`src/rtl/afifo_rd_burst_streamer_if.sv`:
```
// afifo_rd_burst_streamer_if: FIFO read port plus valid/ready output stream bundle
interface afifo_rd_burst_streamer_if #(parameter int DATA_WIDTH = 64);
  logic fifo_rdreq;
  logic [DATA_WIDTH-1:0] fifo_rddata;
  logic fifo_rdempty;
  logic m_valid;
  logic m_ready;
  logic [DATA_WIDTH-1:0] m_data;
  logic m_last;
  modport master (output fifo_rdreq, m_valid, m_data, m_last, input fifo_rddata, fifo_rdempty, m_ready);
  modport slave (input fifo_rdreq, m_valid, m_data, m_last, output fifo_rddata, fifo_rdempty, m_ready);
endinterface

```
`src/rtl/afifo_rd_burst_streamer.sv`:
```
// afifo_rd_burst_streamer: reads a dual-clock FIFO into a credit-managed buffer and streams whole bursts.
// Define AFIFO_RD_STAT_EN to get a saturating handshake counter on beats_total (tied to 0 otherwise).
module afifo_rd_burst_streamer #(
  parameter int DATA_WIDTH = 64,
  parameter int BURST_LEN = 16,
  parameter int BUF_DEPTH = 4
) (
  input  logic rdclk,
  input  logic rdrstn,
  input  logic rdsrst,
  input  logic enable,
  afifo_rd_burst_streamer_if.master io,
  output logic busy,
  output logic [$clog2(BUF_DEPTH):0] buf_cnt,
  output logic [31:0] beats_total
);
  localparam int AW = $clog2(BUF_DEPTH);
  localparam logic [15:0] LAST = 16'(BURST_LEN - 1);
  typedef enum logic [1:0] {IDLE, RUN, FLUSH, DRAIN} state_t;
  state_t state_q, state_d;
  logic [15:0] iss_cnt_q, iss_cnt_d, out_cnt_q, out_cnt_d;
  logic [AW-1:0] wr_ptr_q, wr_ptr_d, rd_ptr_q, rd_ptr_d;
  logic [AW:0] buf_cnt_q, buf_cnt_d;
  logic [AW+1:0] credit;
  logic inflight_q, inflight_d, busy_q, busy_d;
  logic issue_en, pop;
  logic [DATA_WIDTH-1:0] mem_q [BUF_DEPTH];
  always_comb begin
    issue_en = state_q == RUN || (state_q == FLUSH && iss_cnt_q != '0);
    credit = {1'b0, buf_cnt_q} + (AW+2)'(inflight_q);
    // credit counts the beat still in flight so the buffer can never overflow
    io.fifo_rdreq = !rdsrst && issue_en && !io.fifo_rdempty && credit < (AW+2)'(BUF_DEPTH);
    io.m_valid = buf_cnt_q != '0;
    io.m_data = io.m_valid ? mem_q[rd_ptr_q] : '0;
    io.m_last = io.m_valid && out_cnt_q == LAST;
    pop = io.m_valid && io.m_ready;
    inflight_d = io.fifo_rdreq;
    iss_cnt_d = io.fifo_rdreq ? (iss_cnt_q == LAST ? '0 : iss_cnt_q + 16'd1) : iss_cnt_q;
    out_cnt_d = pop ? (out_cnt_q == LAST ? '0 : out_cnt_q + 16'd1) : out_cnt_q;
    wr_ptr_d = wr_ptr_q + AW'(inflight_q);
    rd_ptr_d = rd_ptr_q + AW'(pop);
    buf_cnt_d = buf_cnt_q + (AW+1)'(inflight_q) - (AW+1)'(pop);
    // the stop decision looks at the post-issue count so a burst is never left partial
    unique case (state_q)
      IDLE:    state_d = enable ? RUN : IDLE;
      RUN:     state_d = enable ? RUN : (iss_cnt_d != '0 ? FLUSH : DRAIN);
      FLUSH:   state_d = enable ? RUN : (iss_cnt_d == '0 ? DRAIN : FLUSH);
      default: state_d = enable ? RUN : (!inflight_q && buf_cnt_q == '0 ? IDLE : DRAIN);
    endcase
    if (rdsrst) begin
      state_d = IDLE;
      inflight_d = 1'b0;
      iss_cnt_d = '0;
      out_cnt_d = '0;
      wr_ptr_d = '0;
      rd_ptr_d = '0;
      buf_cnt_d = '0;
    end
    busy_d = state_d != IDLE;
  end
  always_ff @(posedge rdclk or negedge rdrstn)
    if (!rdrstn) begin
      state_q <= IDLE;
      inflight_q <= 1'b0;
      iss_cnt_q <= '0;
      out_cnt_q <= '0;
      wr_ptr_q <= '0;
      rd_ptr_q <= '0;
      buf_cnt_q <= '0;
      busy_q <= 1'b0;
    end else begin
      state_q <= state_d;
      inflight_q <= inflight_d;
      iss_cnt_q <= iss_cnt_d;
      out_cnt_q <= out_cnt_d;
      wr_ptr_q <= wr_ptr_d;
      rd_ptr_q <= rd_ptr_d;
      buf_cnt_q <= buf_cnt_d;
      busy_q <= busy_d;
    end
  always_ff @(posedge rdclk)
    if (inflight_q) mem_q[wr_ptr_q] <= io.fifo_rddata;
  assign busy = busy_q;
  assign buf_cnt = buf_cnt_q;
`ifdef AFIFO_RD_STAT_EN
  logic [31:0] beats_total_q, beats_total_d;
  always_comb beats_total_d = rdsrst ? '0 : beats_total_q + 32'(pop && beats_total_q != '1);
  always_ff @(posedge rdclk or negedge rdrstn)
    if (!rdrstn) beats_total_q <= '0;
    else beats_total_q <= beats_total_d;
  assign beats_total = beats_total_q;
`else
  assign beats_total = '0;
`endif
endmodule
```
`src/flat_wrapper.sv`:
```
// flat-port wrapper written by rule: the top's interface ports become plain ports
module afifo_rd_burst_streamer_flat 
#(
  parameter int DATA_WIDTH = 64,
  parameter int BURST_LEN = 16,
  parameter int BUF_DEPTH = 4
)
  (rdclk, rdrstn, rdsrst, enable, busy, buf_cnt, beats_total, io_fifo_rdreq, io_m_valid, io_m_data, io_m_last, io_fifo_rddata, io_fifo_rdempty, io_m_ready);
  afifo_rd_burst_streamer_if #(.DATA_WIDTH(DATA_WIDTH)) io_i ();
  input  logic rdclk;
  input  logic rdrstn;
  input  logic rdsrst;
  input  logic enable;
  output logic busy;
  output logic [$clog2(BUF_DEPTH):0] buf_cnt;
  output logic [31:0] beats_total;
  output wire logic [$bits(io_i.fifo_rdreq)-1:0] io_fifo_rdreq;
  output wire logic [$bits(io_i.m_valid)-1:0] io_m_valid;
  output wire logic [$bits(io_i.m_data)-1:0] io_m_data;
  output wire logic [$bits(io_i.m_last)-1:0] io_m_last;
  input wire logic [$bits(io_i.fifo_rddata)-1:0] io_fifo_rddata;
  input wire logic [$bits(io_i.fifo_rdempty)-1:0] io_fifo_rdempty;
  input wire logic [$bits(io_i.m_ready)-1:0] io_m_ready;
  assign io_fifo_rdreq = io_i.fifo_rdreq;
  assign io_m_valid = io_i.m_valid;
  assign io_m_data = io_i.m_data;
  assign io_m_last = io_i.m_last;
  assign io_i.fifo_rddata = io_fifo_rddata;
  assign io_i.fifo_rdempty = io_fifo_rdempty;
  assign io_i.m_ready = io_m_ready;
  afifo_rd_burst_streamer #(.DATA_WIDTH(DATA_WIDTH), .BURST_LEN(BURST_LEN), .BUF_DEPTH(BUF_DEPTH)) u_core (.rdclk(rdclk), .rdrstn(rdrstn), .rdsrst(rdsrst), .enable(enable), .io(io_i), .busy(busy), .buf_cnt(buf_cnt), .beats_total(beats_total));
endmodule
```
`config.mk`:
```
export PLATFORM = sky130hd
export DESIGN_NAME = afifo_rd_burst_streamer_flat
export DESIGN_NICKNAME = d
export VERILOG_FILES = /design/src/rtl/afifo_rd_burst_streamer_if.sv /design/src/rtl/afifo_rd_burst_streamer.sv /design/src/flat_wrapper.sv
export SDC_FILE = /design/constraint.sdc
export NUM_CORES = 1
export LEC_CHECK = 0
export CAP_MARGIN = 20
export CORE_ASPECT_RATIO = 0.5
export CORE_MARGIN = 10
export CORE_UTILIZATION = 25
export DETAILED_ROUTE_END_ITERATION = 10
export PLACE_DENSITY = 0.41
export SYNTH_ARGS = -nofsm -noshare
export SYNTH_HDL_FRONTEND = slang
export SYNTH_SLANG_ARGS = --single-unit
```
`constraint.sdc`:
```
create_clock -name rdclk -period 7.4 [get_ports rdclk]
set_input_delay 1.48 -clock rdclk [delete_from_list [all_inputs] [get_ports rdclk]]
set_output_delay 1.48 -clock rdclk [all_outputs]
set_load 0.01 [all_outputs]
```
==> flow_summary.yaml, run 1 <==
final_layout:
  layout_common_cells: "edfxtp_1, clkdlybuf4s50_1, and2_1"
  layout.cells.non_filler: 1563
  fillerInstances: 4776
  drive_gt1_share_pct: 15.0
  nets: 968
  area_growth_pct: 25.3
  diodes: 0
  final_common_cell: "edfxtp_1"
setup_path:
  critPathCapture: "io_fifo_rdreq"
  r2r_setup_slack_ns: 4.23
  crit_top_cell: "clkdlybuf4s50_1"
  r2r_cells: 11
  worstSetupPathType: "in2out"
  crit_required_ns: 5.92
  slowest_stage: "clkdlybuf4s50_1"
  r2r_start: "u_core.buf_cnt[1]"
  worstPathCellList: "clkdlybuf4s50_1 -> nor3_2 -> nand3_2 -> inv_2 -> clkdlybuf4s50_1"
  r2r_end: "u_core.buf_cnt[2]"
  arrival_ns: 3.58
  startpoint: "rdsrst"
  crit_path_start_kind: "input port"
  crit_path_end_kind: "output pin"
  critPathMaxFanout: 14
  crit_path_max_incr_delay_ns: 0.58
clock_network:
  ctsHoldBuffers: 0
  post_cts_buffers: 0
  root_buffer: "clkbuf_16"
  clk_latency_ns: 0.59
  cts_buffers: 31
  h-tree-depth: 1
  clock_path_buffers: 3
  path_clk_slew_ns: 0.06
  cts_tree: "built"
  cts.repair.resized: 0
  clkSinkCount: 299
timing:
  timing.final.crit_share_pct: 68.3
  slew_headroom_pct: 31.1
  max_freq_mhz: 198
  rsz0062_at_grt: "no"
  setup_violations: 0
  fin_worst_skew_ns: 0.0252
  tns_ns: 0
  slew_violations: 0
  hold-worst-slack_ns: 0.534
  tightest_slew_ns: 1.02
  finalCriticalPeriod_ns: 5.06
  hold_viol: 0
routing:
  wire_per_inst_um: 19.4
  wl_um: 30300
  drcViolationCount: 0
  viasPerCell: 4.29
  drtIter0Drc: 421
  route.antenna.remaining_nets: 0
  vias: 6703
  drt_first_pass_iters: 6
floorplan:
  die_w_um: 335
  core_area_um2: 48900
  rows: 57
  ioPinCount: 173
  start_util_pct: 25.5
  dieArea_um2: 59600
  fp.dieH_um: 178
run:
  max_cap_viol_count: 0
placement:
  io_buffers: 140
  place.gp.congestion: 0.807
  dp_hpwl_um: 18400
  dp_cells: 1505
synth:
  synth-simple-area-share_pct: 10.0
  synth_top_cell_by_area: "edfxtp_1"
  yosys-top-cells-area: "edfxtp_1, mux4_2, dfrtp_1"
  synth_cells: 736
  synth_edf_count: 256
  synthXorXnorAreaFrac_pct: 1.06
  synthFlopType: "edfxtp_1"
  postSynth.asyncResetShare_pct: 14.4
  synthMuxAreaShare_pct: 11.7
  synth_area_um2: 12400
  synth_compound_area_share_pct: 2.61
  ys_seq_elements: 299
  syn_area_per_cell_um2: 16.9
  synthAdderAreaFrac_pct: 0.966
  synth_top_area_share_pct: 61.8
  synth_top_family_by_area: "multiplexers"
  ys_seq_area_share_pct: 70.4
  synth_cell_type_count: 53
  yosysWarnings: 0
global_route:
  grt_max_degree: 67
  grt_pass1_vias: 7235
  grt_pass1_wl_um: 45900
  antenna_found_initial: 0
  grtUsageTotal_pct: 10.1
  grt_overflow: 0
worst_hold_path:
  hp-start: "u_core.out_cnt_q[0]"
  min-delay-path-class: "reg2reg"
outcome:
  status: "finished, final reports clean"
power_and_ir_drop:
  vdd_drop_max_mv: 0.178
  leakage_uw: 0.00517
  powerDensity_nw_per_um2: 311
worst min-delay path by stage:
stage / endpoint / depth (start not counted)
final: u_core.out_cnt_q[0] / 1
after global routing: u_core.out_cnt_q[1] / 1
after CTS: u_core.out_cnt_q[1] / 1
after detailed placement: u_core.out_cnt_q[0] / 1
after global placement: u_core.out_cnt_q[0] / 1
after floorplan: u_core.out_cnt_q[0] / 1
routing by layer:
metal / wire, µm / share of wire [%] / vias to the layer above / global-route usage, %
li1: - / - / 3092 / -
met1: 12300 / 41 / 3462 / 11.5
met2: 16400 / 54 / 105 / 19.3
met3: 1060 / 3.5 / 44 / 1.84
met4: 583 / 1.9 / 0 / 2.40
met5: 0 / 0 / - / 0
registers in the layout (all words and copies together), names as in the netlist, 2 cells and up:
signal            cells
u_core.mem_q        256
u_core.state_q        2
u_core.buf_cnt        3
u_core.iss_cnt_q     16
u_core.wr_ptr_q       2
u_core.out_cnt_q     16
u_core.rd_ptr_q       2
through the flow:
stage	cell area (µm²)	setup slack, ns	power, µW	util (%)
final	15600	2.34	4840	31.9
after global routing	15600	2.06	5110	31.9
after CTS	15600	2.20	4970	31.9
after detailed placement	14500	2.34	3290	29.7
after global placement	14500	2.39	3290	29.7
after floorplan	12600	1.67	2630	-
synthesized netlist by cell type, types with 2 or more instances:
master	number
a22oi_1	2
inv_1	11
nand3_1	12
nor4_1	6
o22ai_1	3
clkbuf_1	19
o21ai_0	25
nand4b_1	2
a21oi_1	17
and4_1	3
or4_4	3
nor2b_1	6
edfxtp_1	256
buf_1	8
nor3b_1	6
dfrtp_1	43
nand4_1	11
or2_2	3
xnor2_1	5
or4_1	2
nor2_1	42
ha_1	8
and3_1	12
nor3_1	5
a31oi_1	3
or3_1	6
xor2_1	10
and2_1	66
nand2b_1	2
buf_4	32
mux4_2	64
nand2_1	22
cell families (layout without fill, tap and decap cells):
family / count (synthesis) / count (layout)
and+or+nand+nor: 216 / 216
adders and majority gates: 9 / 9
buffers and inverters: 74 / 221
DFF: 299 / 299
xor gates and xnor gates: 15 / 15
muxes: 65 / 65
other: 1 / 32
AOI/OAI and AO/OA: 57 / 57
cell type report:
| class | count | area, µm² | area share, % |
|---|---|---|---|
| repair buffers | 150 | 1470 | 9.44 |
| inverters | 13 | 48.8 | 0.313 |
| clock buffers | 37 | 808 | 5.18 |
| multi-input cells | 394 | 3410 | 21.9 |
| clock inverters | 21 | 267 | 1.71 |
| flip-flops and latches | 299 | 8770 | 56.2 |
| well taps | 649 | 812 | 5.21 |
worst max-delay path, delay by kind of cell:
| family | cells | cell delay [ns] |
|---|---|---|
| buf+inv | 3 | 1.31 |
| simple gates | 2 | 0.79 |
power breakdown:
| part | internal (µW) | total [µW] | leakage (µW) | switching, µW |
|---|---|---|---|---|
| clock | 988 | 1650 | 0.000524 | 662 |
| combinational | 674 | 1220 | 0.00175 | 544 |
| sequential | 1880 | 1980 | 0.00290 | 97.2 |
| total | 3540 | 4840 | 0.00517 | 1300 |
Note: power is estimated with default switching activity, not from simulation.
==> inputs of run 2 (changes only) <==
==> constraint.sdc (replaced) <==
create_clock -name rdclk -period 4.73 [get_ports rdclk]
set_input_delay 0.946 -clock rdclk [delete_from_list [all_inputs] [get_ports rdclk]]
set_output_delay 0.946 -clock rdclk [all_outputs]
set_load 0.01 [all_outputs]
==> run 2 against run 1 <==
Core utilization barely moved. Via count is 0.91% higher. Sequential power increased by 54%. Cell area is essentially flat. Count of clock-buffer cells in the layout is 2 lower. Wire length down 0.21%. Clock power is 42% higher. Global-route usage about the same. Hold slack worse by 0.32 ns. Critical path depth grew 2. Register-to-register slack worse by 2.8 ns. Non-clock buffer count increased by 6. Critical endpoint unchanged. Largest cell class unchanged. Highest routed layer unchanged.
==> flow_summary.yaml, run 2 (same netlist as run 1, synthesis figures left out) <==
power_and_ir_drop:
  vdd_drop_max_mv: 0.280
  leakage_uw: 0.00516
  powerDensity_nw_per_um2: 474
timing:
  slew_headroom_pct: 24.7
  timing.final.crit_share_pct: 86.6
  hold-worst-slack_ns: 0.217
  setup_violations: 0
  fin_worst_skew_ns: 0.0201
  tns_ns: 0
  rsz0062_at_grt: "no"
  slew_violations: 0
  finalCriticalPeriod_ns: 4.10
  max_freq_mhz: 244
  hold_viol: 0
  tightest_slew_ns: 1.12
placement:
  io_buffers: 140
  dp_hpwl_um: 19200
  dp_cells: 1510
  place.gp.congestion: 0.788
setup_path:
  critPathMaxFanout: 14
  crit_buf_inv: 3
  worstPathCellList: "inv_1 -> ha_1 -> or4bb_1 -> or4_4 -> nand3_2 -> inv_2 -> clkdlybuf4s50_1"
  crit_required_ns: 3.78
  crit_path_end_kind: "output pin"
  slowest_stage: "or4_4"
  crit_path_start_kind: "flip-flop"
  startpoint: "u_core.iss_cnt_q[0]"
  crit_path_max_incr_delay_ns: 0.54
  r2r_start: "u_core.buf_cnt[1]"
  r2r_setup_slack_ns: 1.42
  crit_family: "simple AND/OR/NAND/NOR gates"
  worstSetupPathType: "reg2out"
  arrival_ns: 3.15
final_layout:
  drive_gt1_share_pct: 15.4
  fillerInstances: 4791
  diodes: 0
  nets: 973
  largest_reg_flops: 256
  regMostFlops: "u_core.mem_q"
  area_growth_pct: 25.2
  multi_input_area_um2: 3420
  layout.cells.non_filler: 1566
  final_common_cell: "edfxtp_1"
  top_regs: "u_core.mem_q (256), u_core.iss_cnt_q (16), u_core.out_cnt_q (16)"
  seq_area_um2: 8770
  layout_common_cells: "edfxtp_1, clkdlybuf4s50_1, and2_1"
global_route:
  antenna_found_initial: 0
  grt_pass1_vias: 7398
  grtUsageTotal_pct: 10.1
  grt_max_degree: 67
  grt_pass1_wl_um: 46400
  grt_overflow: 0
routing:
  vias: 6764
  drcViolationCount: 0
  wl_um: 30300
  viasPerCell: 4.32
  wire_per_inst_um: 19.3
  drtIter0Drc: 368
  drt_first_pass_iters: 4
  route.antenna.remaining_nets: 0
floorplan:
  core_area_um2: 48900
  dieArea_um2: 59600
  rows: 57
  start_util_pct: 25.5
  ioPinCount: 173
  die_w_um: 335
  fp.dieH_um: 178
clock_network:
  clock_path_buffers: 3
  cts_buffers: 30
  post_cts_buffers: 0
  h-tree-depth: 1
  ctsHoldBuffers: 0
  root_buffer: "clkbuf_16"
  path_clk_slew_ns: 0.06
  cts.repair.resized: 0
  cts_tree: "built"
  clk_latency_ns: 0.58
  clkSinkCount: 299
worst_hold_path:
  min-delay-path-class: "in2async"
run:
  max_cap_viol_count: 0
outcome:
  status: "finished, final reports clean"
[run 2: cell count changes in the layout (fill, tap and decap cells not counted), sizes merged]
cell      previous run  this run
buf                 11        17
bufinv               6         3
clkbuf              37        35
clkinv              16        18
clkinvlp             0         1
inv                 12        11
[run 2: final timing paths]
kind,to,cells past startpoint
worst max register to register,u_core.buf_cnt[2],11
worst min-delay path,u_core.iss_cnt_q[8],1
min in group rdclk,u_core.out_cnt_q[0],1
worst max-delay path,io_fifo_rdreq,7
max in group asynchronous,u_core.rd_ptr_q[0],2
worst min register to register,u_core.out_cnt_q[0],1
[run 2: worst register-to-register path: stages (launching register included)]
cell and delay, ns:
dfrtp_1 0.44, nor3_1 0.38, clkinv_1 0.12, buf_4 0.38
nand2_1 0.28, clkinv_1 0.37, ha_1 0.42, inv_1 0.04
ha_1 0.18, fa_1 0.38, xor2_1 0.16, nor2_1 0.05
[run 2: power breakdown]
| group | internal (µW) | total (µW) | switching [µW] |
|---|---|---|---|
| Combinational | 1070 | 1990 | 919 |
| Sequential | 2940 | 3040 | 98.1 |
| Clock | 1340 | 2350 | 1010 |
| Total | 5350 | 7380 | 2020 |
[run 2: cell type report]
type                            instances  share of cell area [%]
Timing Repair Buffer                  156                    9.98
Tap cell                              649                    5.21
Clock buffer                           35                    5.00
Multi-Input combinational cell        394                    22.0
Inverter                               13                   0.313
Clock inverter                         20                    1.23
Sequential cell                       299                    56.3
[run 2: routing by layer]
layer,vias up,wire length (µm),track usage [%]
met5,-,0,0
met4,0,476,1.94
met3,34,1110,1.94
met2,98,16600,19.3
met1,3532,12000,11.6
li1,3100,-,-
[run 2: stage by stage]
step	setup slack (ns)	area, µm²	power (µW)	utilization (%)
3_5_place_dp	0.895	14600	5180	29.9
3_3_place_gp	0.886	14600	5180	29.9
2_1_floorplan	1.07	12600	4110	-
4_1_cts	0.587	15600	7560	31.8
5_1_grt	0.494	15600	7800	31.9
6_report	0.635	15600	7380	31.9
